## config.mk

```make
export PLATFORM = sky130hd
export DESIGN_NAME = vec_store_seq
export DESIGN_NICKNAME = d
export VERILOG_FILES = /design/src/rtl/vec_store_seq.sv
export SDC_FILE = /design/constraint.sdc
export NUM_CORES = 1
export LEC_CHECK = 0
export BUFFER_PORTS_ARGS = -buffer_cell sky130_fd_sc_hd__buf_4
export CAP_MARGIN = 20
export CORE_AREA = 8 8 187 189
export CTS_CLUSTER_DIAMETER = 40
export DETAILED_ROUTE_END_ITERATION = 12
export DIE_AREA = 0 0 195 197
export PLACE_DENSITY = 0.8
export SLEW_MARGIN = 40
export SYNTH_ARGS = -nofsm -noshare
export SYNTH_HDL_FRONTEND = slang
export SYNTH_SLANG_ARGS = --single-unit
```

## constraint.sdc

```tcl
create_clock -name clk -period 6.2 [get_ports clk]
set_input_delay 0.62 -clock clk [delete_from_list [all_inputs] [get_ports clk]]
set_output_delay 0.62 -clock clk [all_outputs]
set_load 0.01 [all_outputs]
```

## src/rtl/vec_store_seq.sv

```systemverilog
// vec_store_seq: vector store sequencer.
// Accepts one store request at a time (source vreg, beat count, base byte address).
// It walks the register file store read port and absorbs the port's one-cycle read
// latency in a 2-entry FIFO. Beats stream to memory under valid/ready.
//
// Optional feature macro: VEC_STORE_REG_GROUP_EN
//   defined   : register-group stores. The beat count clamps to 8*BPR, and the
//               register index advances (wrapping) every BPR beats.
//   undefined : single-register stores. The beat count clamps to BPR.
//
// Ports
//   clk, rst_n            clock, asynchronous active-low reset
//   req_valid_i/ready_o   request handshake (ready only while idle)
//   req_vreg_i            source vector register
//   req_beats_i           beats to store (0 allowed, clamped)
//   req_base_i            byte address of beat 0
//   req_last_be_i         byte enables for the final beat
//   st_en_o/addr_o/off_o  register-file store read port (data returns next cycle)
//   st_data_i             register-file read data
//   mem_*                 beat stream to memory (valid/ready, addr, data, be, last)
//   done_o                one-cycle pulse when the transfer completes
module vec_store_seq #(
    parameter int VLEN       = 128,
    parameter int ADDR_WIDTH = 5,
    parameter int DATA_WIDTH = 64,
    parameter int DW_B       = DATA_WIDTH / 8,
    parameter int OFF_BITS   = 8,
    parameter int MEM_AW     = 32
) (
    input  logic                  clk,
    input  logic                  rst_n,
    input  logic                  req_valid_i,
    output logic                  req_ready_o,
    input  logic [ADDR_WIDTH-1:0] req_vreg_i,
    input  logic [OFF_BITS:0]     req_beats_i,
    input  logic [MEM_AW-1:0]     req_base_i,
    input  logic [DW_B-1:0]       req_last_be_i,
    output logic [DW_B-1:0]       st_en_o,
    output logic [ADDR_WIDTH-1:0] st_addr_o,
    output logic [OFF_BITS-1:0]   st_off_o,
    input  logic [DATA_WIDTH-1:0] st_data_i,
    output logic                  mem_valid_o,
    input  logic                  mem_ready_i,
    output logic [MEM_AW-1:0]     mem_addr_o,
    output logic [DATA_WIDTH-1:0] mem_data_o,
    output logic [DW_B-1:0]       mem_be_o,
    output logic                  mem_last_o,
    output logic                  done_o
);

    localparam int BPR = VLEN / DATA_WIDTH;
`ifdef VEC_STORE_REG_GROUP_EN
    localparam int MAX_BEATS = 8 * BPR;
`else
    localparam int MAX_BEATS = BPR;
`endif
    localparam logic [OFF_BITS:0]   MAX_B   = (OFF_BITS+1)'(MAX_BEATS);
    localparam logic [OFF_BITS:0]   ONE_B   = (OFF_BITS+1)'(1);
    localparam logic [OFF_BITS-1:0] ONE_OFF = OFF_BITS'(1);
    localparam logic [MEM_AW-1:0]   STRIDE  = MEM_AW'(DW_B);

    typedef enum logic [1:0] {
        S_IDLE  = 2'd0,
        S_RUN   = 2'd1,
        S_DRAIN = 2'd2,
        S_DONE  = 2'd3
    } state_t;

    state_t                  state_q, state_d;
    logic [ADDR_WIDTH-1:0]   vreg_q, vreg_d;
    logic [OFF_BITS-1:0]     off_q, off_d;
    logic [OFF_BITS:0]       cnt_q, cnt_d;
    logic [OFF_BITS:0]       beats_q, beats_d;
    logic [DW_B-1:0]         last_be_q, last_be_d;
    logic [MEM_AW-1:0]       iss_addr_q, iss_addr_d;

    // Tag of the read in flight; it joins the returning data in the FIFO.
    logic                    inf_q, inf_d;
    logic [DW_B-1:0]         inf_be_q, inf_be_d;
    logic                    inf_last_q, inf_last_d;
    logic [MEM_AW-1:0]       inf_addr_q, inf_addr_d;

    logic [DATA_WIDTH-1:0]   fifo_data_q [2];
    logic [DW_B-1:0]         fifo_be_q   [2];
    logic                    fifo_last_q [2];
    logic [MEM_AW-1:0]       fifo_addr_q [2];
    logic                    wr_ptr_q, wr_ptr_d;
    logic                    rd_ptr_q, rd_ptr_d;
    logic [1:0]              count_q, count_d;

    logic [OFF_BITS:0]       req_clamped;
    logic [1:0]              credit;
    logic                    issue;
    logic                    push;
    logic                    pop;
    logic                    is_last_issue;

    assign req_clamped   = (req_beats_i > MAX_B) ? MAX_B : req_beats_i;
    // Slots already committed: beats buffered plus the read whose data is returning.
    assign credit        = count_q + {1'b0, inf_q};
    assign issue         = (state_q == S_RUN) && (credit < 2'd2);
    assign push          = inf_q;
    assign pop           = mem_valid_o && mem_ready_i;
    assign is_last_issue = (cnt_q == beats_q - ONE_B);

    assign req_ready_o = (state_q == S_IDLE);
    assign done_o      = (state_q == S_DONE);
    assign st_en_o     = issue ? {DW_B{1'b1}} : '0;
    assign st_addr_o   = issue ? vreg_q : '0;
    assign st_off_o    = issue ? off_q : '0;

    assign mem_valid_o = (count_q != 2'd0);
    assign mem_addr_o  = mem_valid_o ? fifo_addr_q[rd_ptr_q] : '0;
    assign mem_data_o  = mem_valid_o ? fifo_data_q[rd_ptr_q] : '0;
    assign mem_be_o    = mem_valid_o ? fifo_be_q[rd_ptr_q]   : '0;
    assign mem_last_o  = mem_valid_o && fifo_last_q[rd_ptr_q];

    always_comb begin
        state_d    = state_q;
        vreg_d     = vreg_q;
        off_d      = off_q;
        cnt_d      = cnt_q;
        beats_d    = beats_q;
        last_be_d  = last_be_q;
        iss_addr_d = iss_addr_q;
        inf_d      = issue;
        inf_be_d   = inf_be_q;
        inf_last_d = inf_last_q;
        inf_addr_d = inf_addr_q;

        case (state_q)
            S_IDLE: begin
                if (req_valid_i) begin
                    vreg_d     = req_vreg_i;
                    off_d      = '0;
                    cnt_d      = '0;
                    beats_d    = req_clamped;
                    last_be_d  = req_last_be_i;
                    iss_addr_d = req_base_i;
                    state_d    = (req_clamped == '0) ? S_DONE : S_RUN;
                end
            end
            S_RUN: begin
                if (issue) begin
                    inf_last_d = is_last_issue;
                    inf_be_d   = is_last_issue ? last_be_q : {DW_B{1'b1}};
                    inf_addr_d = iss_addr_q;
                    iss_addr_d = iss_addr_q + STRIDE;
                    cnt_d      = cnt_q + ONE_B;
`ifdef VEC_STORE_REG_GROUP_EN
                    if (off_q == OFF_BITS'(BPR - 1)) begin
                        off_d  = '0;
                        vreg_d = vreg_q + ADDR_WIDTH'(1);
                    end else begin
                        off_d  = off_q + ONE_OFF;
                    end
`else
                    off_d      = off_q + ONE_OFF;
`endif
                    if (is_last_issue) begin
                        state_d = S_DRAIN;
                    end
                end
            end
            S_DRAIN: begin
                // Leave as the final beat retires so done follows its handshake directly.
                if (!inf_q && ((count_q == 2'd0) || ((count_q == 2'd1) && pop))) begin
                    state_d = S_DONE;
                end
            end
            S_DONE: begin
                state_d = S_IDLE;
            end
            default: begin
                state_d = S_IDLE;
            end
        endcase
    end

    always_comb begin
        wr_ptr_d = push ? ~wr_ptr_q : wr_ptr_q;
        rd_ptr_d = pop  ? ~rd_ptr_q : rd_ptr_q;
        count_d  = count_q;
        case ({push, pop})
            2'b10:   count_d = count_q + 2'd1;
            2'b01:   count_d = count_q - 2'd1;
            default: count_d = count_q;
        endcase
    end

    always_ff @(posedge clk or negedge rst_n) begin
        if (!rst_n) begin
            state_q    <= S_IDLE;
            vreg_q     <= '0;
            off_q      <= '0;
            cnt_q      <= '0;
            beats_q    <= '0;
            last_be_q  <= '0;
            iss_addr_q <= '0;
            inf_q      <= 1'b0;
            inf_be_q   <= '0;
            inf_last_q <= 1'b0;
            inf_addr_q <= '0;
            wr_ptr_q   <= 1'b0;
            rd_ptr_q   <= 1'b0;
            count_q    <= '0;
        end else begin
            state_q    <= state_d;
            vreg_q     <= vreg_d;
            off_q      <= off_d;
            cnt_q      <= cnt_d;
            beats_q    <= beats_d;
            last_be_q  <= last_be_d;
            iss_addr_q <= iss_addr_d;
            inf_q      <= inf_d;
            inf_be_q   <= inf_be_d;
            inf_last_q <= inf_last_d;
            inf_addr_q <= inf_addr_d;
            wr_ptr_q   <= wr_ptr_d;
            rd_ptr_q   <= rd_ptr_d;
            count_q    <= count_d;
        end
    end

    always_ff @(posedge clk or negedge rst_n) begin
        if (!rst_n) begin
            for (int i = 0; i < 2; i++) begin
                fifo_data_q[i] <= '0;
                fifo_be_q[i]   <= '0;
                fifo_last_q[i] <= 1'b0;
                fifo_addr_q[i] <= '0;
            end
        end else if (push) begin
            fifo_data_q[wr_ptr_q] <= st_data_i;
            fifo_be_q[wr_ptr_q]   <= inf_be_q;
            fifo_last_q[wr_ptr_q] <= inf_last_q;
            fifo_addr_q[wr_ptr_q] <= inf_addr_q;
        end
    end

endmodule

```

# --- Word-level counts from Yosys, hierarchy flattened ---
# Index checks and enable logic that the tools add are counted.
totals:
  register_bits: 329
  out_inout_bits: 129
  word_cells: 115
  inputBits: 122
classes:
  add_sub_neg: 7
  eq_ne: 11
  n_lt_le_gt_ge: 5
  bitwise_logic: 4
  n_mux: 48
  reduce_logical: 18
op_table:
  columns: ["cell", "count"]
  rows:
  - ["$mux 64", 5]
  - ["$mux 32", 7]
  - ["$bwmux 128", 1]
  - ["$mux 8", 10]
  - ["$bwmux 64", 1]
  - ["$demux 64 s1", 1]
  - ["$pmux 32 s2", 1]
  - ["$add 32x4->32 const B", 1]
  - ["$demux 32 s1", 1]
  - ["$mux 9", 3]
  - ["$pmux 9 s2", 1]
  - ["$bwmux 16", 1]
  - ["$pmux 8 s2", 1]
  - ["$mux 2", 5]
  - ["$add 9x1->9 const B", 1]
  - ["$eq 9x9->1", 1]
  - ["$gt 9x2->1 const B", 1]
  - ["$logic_not 9->1", 1]
  - ["$sub 9x1->9 const B", 1]
  - ["$add 8x1->8 const B", 1]
  - ["$demux 8 s1", 1]
  - ["$ne 2x2->1 const B", 4]
  - ["$pmux 2 s4", 1]
  - ["$eq 2x1->1 const B", 3]
  - ["other kinds (22)", 39]

# --- Longest topological paths before layout ---
depth:
  ltp_word: 7
  ltp_mapped: 10
  mapped_depth_nobuf: 8

# --- Worst setup path before layout ---
# No wires, ideal clock.
synth_timing:
  kind: "flip-flop to flip-flop"
  start: "register beats_q[0]"
  end: "register inf_be_q[0]"
  arrival_ns: 2.503
  setup_ns: 0.121
  path_buffers: 2
  required_ns: 6.079
  stages_incl_launch_ff: 11
  slack_ns: 3.576
  period_less_slack_ns: 2.624
  cell_sequence: "dfrtp_1 -> clkbuf_1 -> inv_1 -> ha_1 -> or3b_4 -> or3_4 -> a2111oi_4 -> o2111ai_1 -> or2_1 -> buf_6 -> o22a_1"
synth_between:
  elab_chain_cells: 3
synth_lines:
  columns: ["element", "line", "text"]
  rows:
  - ["start: declaration", "73", "logic [OFF_BITS:0] beats_q, beats_d;"]
  - ["start signal: assignment", "212", "beats_q <= beats_d;"]
  - ["$sub 9x1->9", "104", "assign is_last_issue = (cnt_q == beats_q - ONE_B);"]
  - ["$eq 9x9->1", "104", null]
  - ["$mux 8", "146", "inf_be_d = is_last_issue ? last_be_q : {DW_B{1'b1}};"]
  - ["end signal: assignment", "216", "inf_be_q <= inf_be_d;"]
  - ["end: declaration", "79", "logic [DW_B-1:0] inf_be_q, inf_be_d;"]
# Every way passes these cells.
# A chain may end at the register's enable or synchronous reset.

# --- Worst setup path in the final report ---
layout_timing:
  start: "register state_q[1]"
  end: "output port st_en_o[2]"
layout_between:
  elab_chain_cells: 3
layout_lines:
  columns: ["element", "line", "text"]
  rows:
  - ["start: declaration", "69", "state_t state_q, state_d;"]
  - ["start signal: assignment", "208", "state_q <= state_d;"]
  - ["$eq 2x1->1", "101", "assign issue = (state_q == S_RUN) && (credit < 2'd2);"]
  - ["$logic_and 1x1->1", "101", null]
  - ["$mux 8", "108", "assign st_en_o = issue ? {DW_B{1'b1}} : '0;"]
  - ["end: declaration", "38", "output logic [DW_B-1:0] st_en_o,"]
# Every way passes these cells.

==> summary.md <==
| Metric | Value |
|---|---|
| Maxcap violations | 0 |
| Sequential area share after synthesis | 54.6% |
| CTS tree | yes |
| Cell Area, Synth | 15100 µm² |
| Io pins | approximately 250 |
| Syn avg cell area | 11.6 µm² |
| Outcome | finished, final reports clean |
| Post-cts resize count | 0 |
| Reg clk slew, reported paths | 0.06 ns |
| DR vias | approximately 11000 |
| Slew Viols, Final | 0 |
| Die Span Y | between 150 and 200 µm |
| Remaining global-route overflow | 0 |
| Worst endpoint data arrival time | 2.85 ns |
| Crit path kind | flip-flop to output port |
| Site Rows | 66 |
| Yosys Warn Count | 0 |
| Initial Utilization | 47.0% |
| Worst Skew | 0.0254 ns |
| Core ar. | 32000 µm² |
| Worst-Margin Slew | around 0.84 ns |
| Pleak | about 9.0 nW |
| CP cell instances | inv_1, ha_2, buf_4, nand2_1, buf_4, inv_1, buf_4 |
| Comb pwr share | a little over two fifths |
| Seq cells post-synth | roughly 330 |
| CP max stage delay | 0.52 ns |
| Unrepaired setup endpoints after global routing | false |
| Post-synth top flop | dfrtp_1 |
| First-pass GRT wire length | roughly 60 mm |
| Avg WL per Cell | 18.8 µm |
| Power density cells | 587 nW/µm² |
| Number of DRC markers in iteration 0 | 485 |
| Cts bufs inserted | 44 |
| Hold Fails Final Rpt | 0 |
| Root Driver | clkbuf_16 |
| Sw power | 0.00403 W |
| Worst-Skew Late Latency | 0.53 ns |
| Dpl hpwl | 24.7 mm |
| Initial antenna violation count | 0 |
| Net Count, Synth | around 1400 |
| Vias in the first global route | roughly 11000 |
| Port-buffer cells | 250 |
| Internal | roughly 0.0071 W |
| Share of cells above drive strength 1 | 37.2% |
| Fin crit share | 56.0% |
| Overall routing resource usage | 19.1% |
| Vias/cell | 5.44 |
| DRC | 0 |
| Critical Path End Type | output port |
| Routability cong. | 0.849 |
| Die Wd | 195 µm |
| Sw Share | 36.3% |
| Ys async rst share | 100% |
| Die area | 38400 µm² |
| Tot Pwr | roughly 0.011 W |
| Source of the worst register-to-register timing path | state_q[1]$_DFFE_PN0P_ |
| Period minus WS final | 3.47 ns |
| Synth unique cells | 45 |
| Sequential share of power | 33.9% |
| Post-synth EDFFs | 0 |
| Max Root-Sink Buffers | 3 |
| Layout Area Growth over Synthesis | 25.6% |
| First drt pass iteration count | 5 |
| Critical path peak fanout | 57 |
| WP data required | roughly 5.6 ns |
| Post-CTS Hold Buffers | 0 |
| Final hold slack | roughly 0.033 ns |
| Class of the worst hold path | input port to asynchronous set/reset pin |
| Fin Setup TNS | 0 ns |
| Setup Viol. Count Final | 0 |
| Max rail drop VDD | 433 µV |
| Final #Nets | ~1700 |
| Routed Antenna Nets | 0 |
| Most frequent CP cell | buf_4 |
| Crit-path slowest cell | buf_4 |
| Commonest non-fill, non-tap cell in the layout | dfrtp_1 |
| F_max | between 200 and 300 MHz |
| Post-CTS setup buffer count | 0 |
| Commonest cells after routing, fill and taps aside | dfrtp_1, buf_4, mux2_2, nand2_1, nor2_1 |
| Slew HR | 43.8% |
| Clock Sinks | 329 |
| Synthesized instance count | 1296 |
| Critical path startpoint category | flip-flop |
| # H-tree levels | 2 |
| # diodes | 0 |
| R2R depth | 9 |
| Clk network pwr share | between 20% and 30% |
| R2r setup slk | 3.00 ns |
| Reg-to-reg endpoint | iss_addr_q[23]$_DFFE_PN0P_ |
| Pin count of the biggest net entering global routing | 159 |
| Total routed wirelength | 37.0 mm |
## how the worst max path moves through the flow
stage                            from  slack [ns]  cells after the start                         end
4_1_cts        state_q[1]$_DFFE_PN0P_        2.72                      7                  st_en_o[2]
6_report       state_q[1]$_DFFE_PN0P_        2.73                      7                  st_en_o[2]
3_3_place_gp   state_q[1]$_DFFE_PN0P_        3.20                      9  iss_addr_q[16]$_DFFE_PN0P_
5_1_grt        state_q[1]$_DFFE_PN0P_        2.52                      7                  st_en_o[2]
3_5_place_dp   state_q[1]$_DFFE_PN0P_        3.09                      9  iss_addr_q[16]$_DFFE_PN0P_
2_1_floorplan  beats_q[0]$_DFFE_PN0P_        3.58                     10     inf_be_q[0]$_DFFE_PN0P_
## cell type report
type	count	area (µm²)
Clock inverter	23	267
Multi-Input combinational cell	868	6470
Tap cell	408	510
Inverter	15	56.3
Fill cell	2597	13100
Clock buffer	57	1270
Sequential cell	329	8240
Timing Repair Buffer	267	2110
## cell families after synthesis
group | after synthesis | share of synthesized area, %
compound gates | 114 | 4.67
xor+xnor | 25 | 1.45
fa+ha+maj | 12 | 0.996
buf+inv | 99 | 2.72
flops | 329 | 54.6
mux | 344 | 24.7
simple gates | 373 | 10.8
## cells in the mapped netlist (12+ instances only)
library cell	count	area [µm²]
mux2i_1	121	1210
buf_1	15	56.3
inv_1	14	52.6
o22ai_1	19	119
xnor2_1	14	123
nor2_1	126	473
dfrtp_1	329	8230
nand2_1	151	567
clkbuf_1	60	225
nand4_1	15	93.8
and3_1	17	106
o21ai_0	28	140
a21oi_1	40	200
nand3_1	16	80.1
mux2_2	223	2510
ha_1	12	150
## routing by layer
layer	global-route usage, %	vias to the layer above	part of all wire (%)	wire length, µm
met5	0	-	0	0
met4	4.74	0	1.9	718
met3	4.52	62	6.5	2420
met2	32.1	330	48	17900
met1	24.7	5336	43	16000
li1	-	4973	-	-
## power by group through the flow
stage / Sequential (W) / Combinational [W] / Clock (W)
final: 0.00377 / 0.00477 / 0.00257
after global routing: 0.00390 / 0.00524 / 0.00272
after CTS: 0.00376 / 0.00482 / 0.00263
after detailed placement: 0.00379 / 0.00479 / 0
after global placement: 0.00379 / 0.00457 / 0
after floorplan: 0.00356 / 0.00315 / 0
## stage by stage
stage	setup WS (ns)	area (µm²)	util, %	std cells
finish	2.73	18900	59.1	1967
global route	2.52	18900	59.1	1967
CTS	2.72	18900	58.9	1965
detailed placement	3.09	17300	54.0	1885
global placement	3.20	17300	53.9	1883
floorplan	3.58	15100	-	1296
## worst max-delay path: cells and delay by family, from the launching register on
family / cells / cell delay (ns)
buf+inv: 5 / 1.39
flops: 1 / 0.39
fa+ha+maj: 1 / 0.32
simple gates: 1 / 0.21
## sequential cells by signal, summed over array words and instances (netlist names)
signal / count
inf_be_q: 8
iss_addr_q: 32
inf_q: 1
cnt_q: 9
state_q: 2
wr_ptr_q: 1
rd_ptr_q: 1
inf_last_q: 1
inf_addr_q: 32
fifo_addr_q: 64
fifo_be_q: 16
last_be_q: 8
off_q: 8
fifo_last_q: 2
vreg_q: 5
beats_q: 9
fifo_data_q: 128
count_q: 2
(Power assumes the default switching activity.)
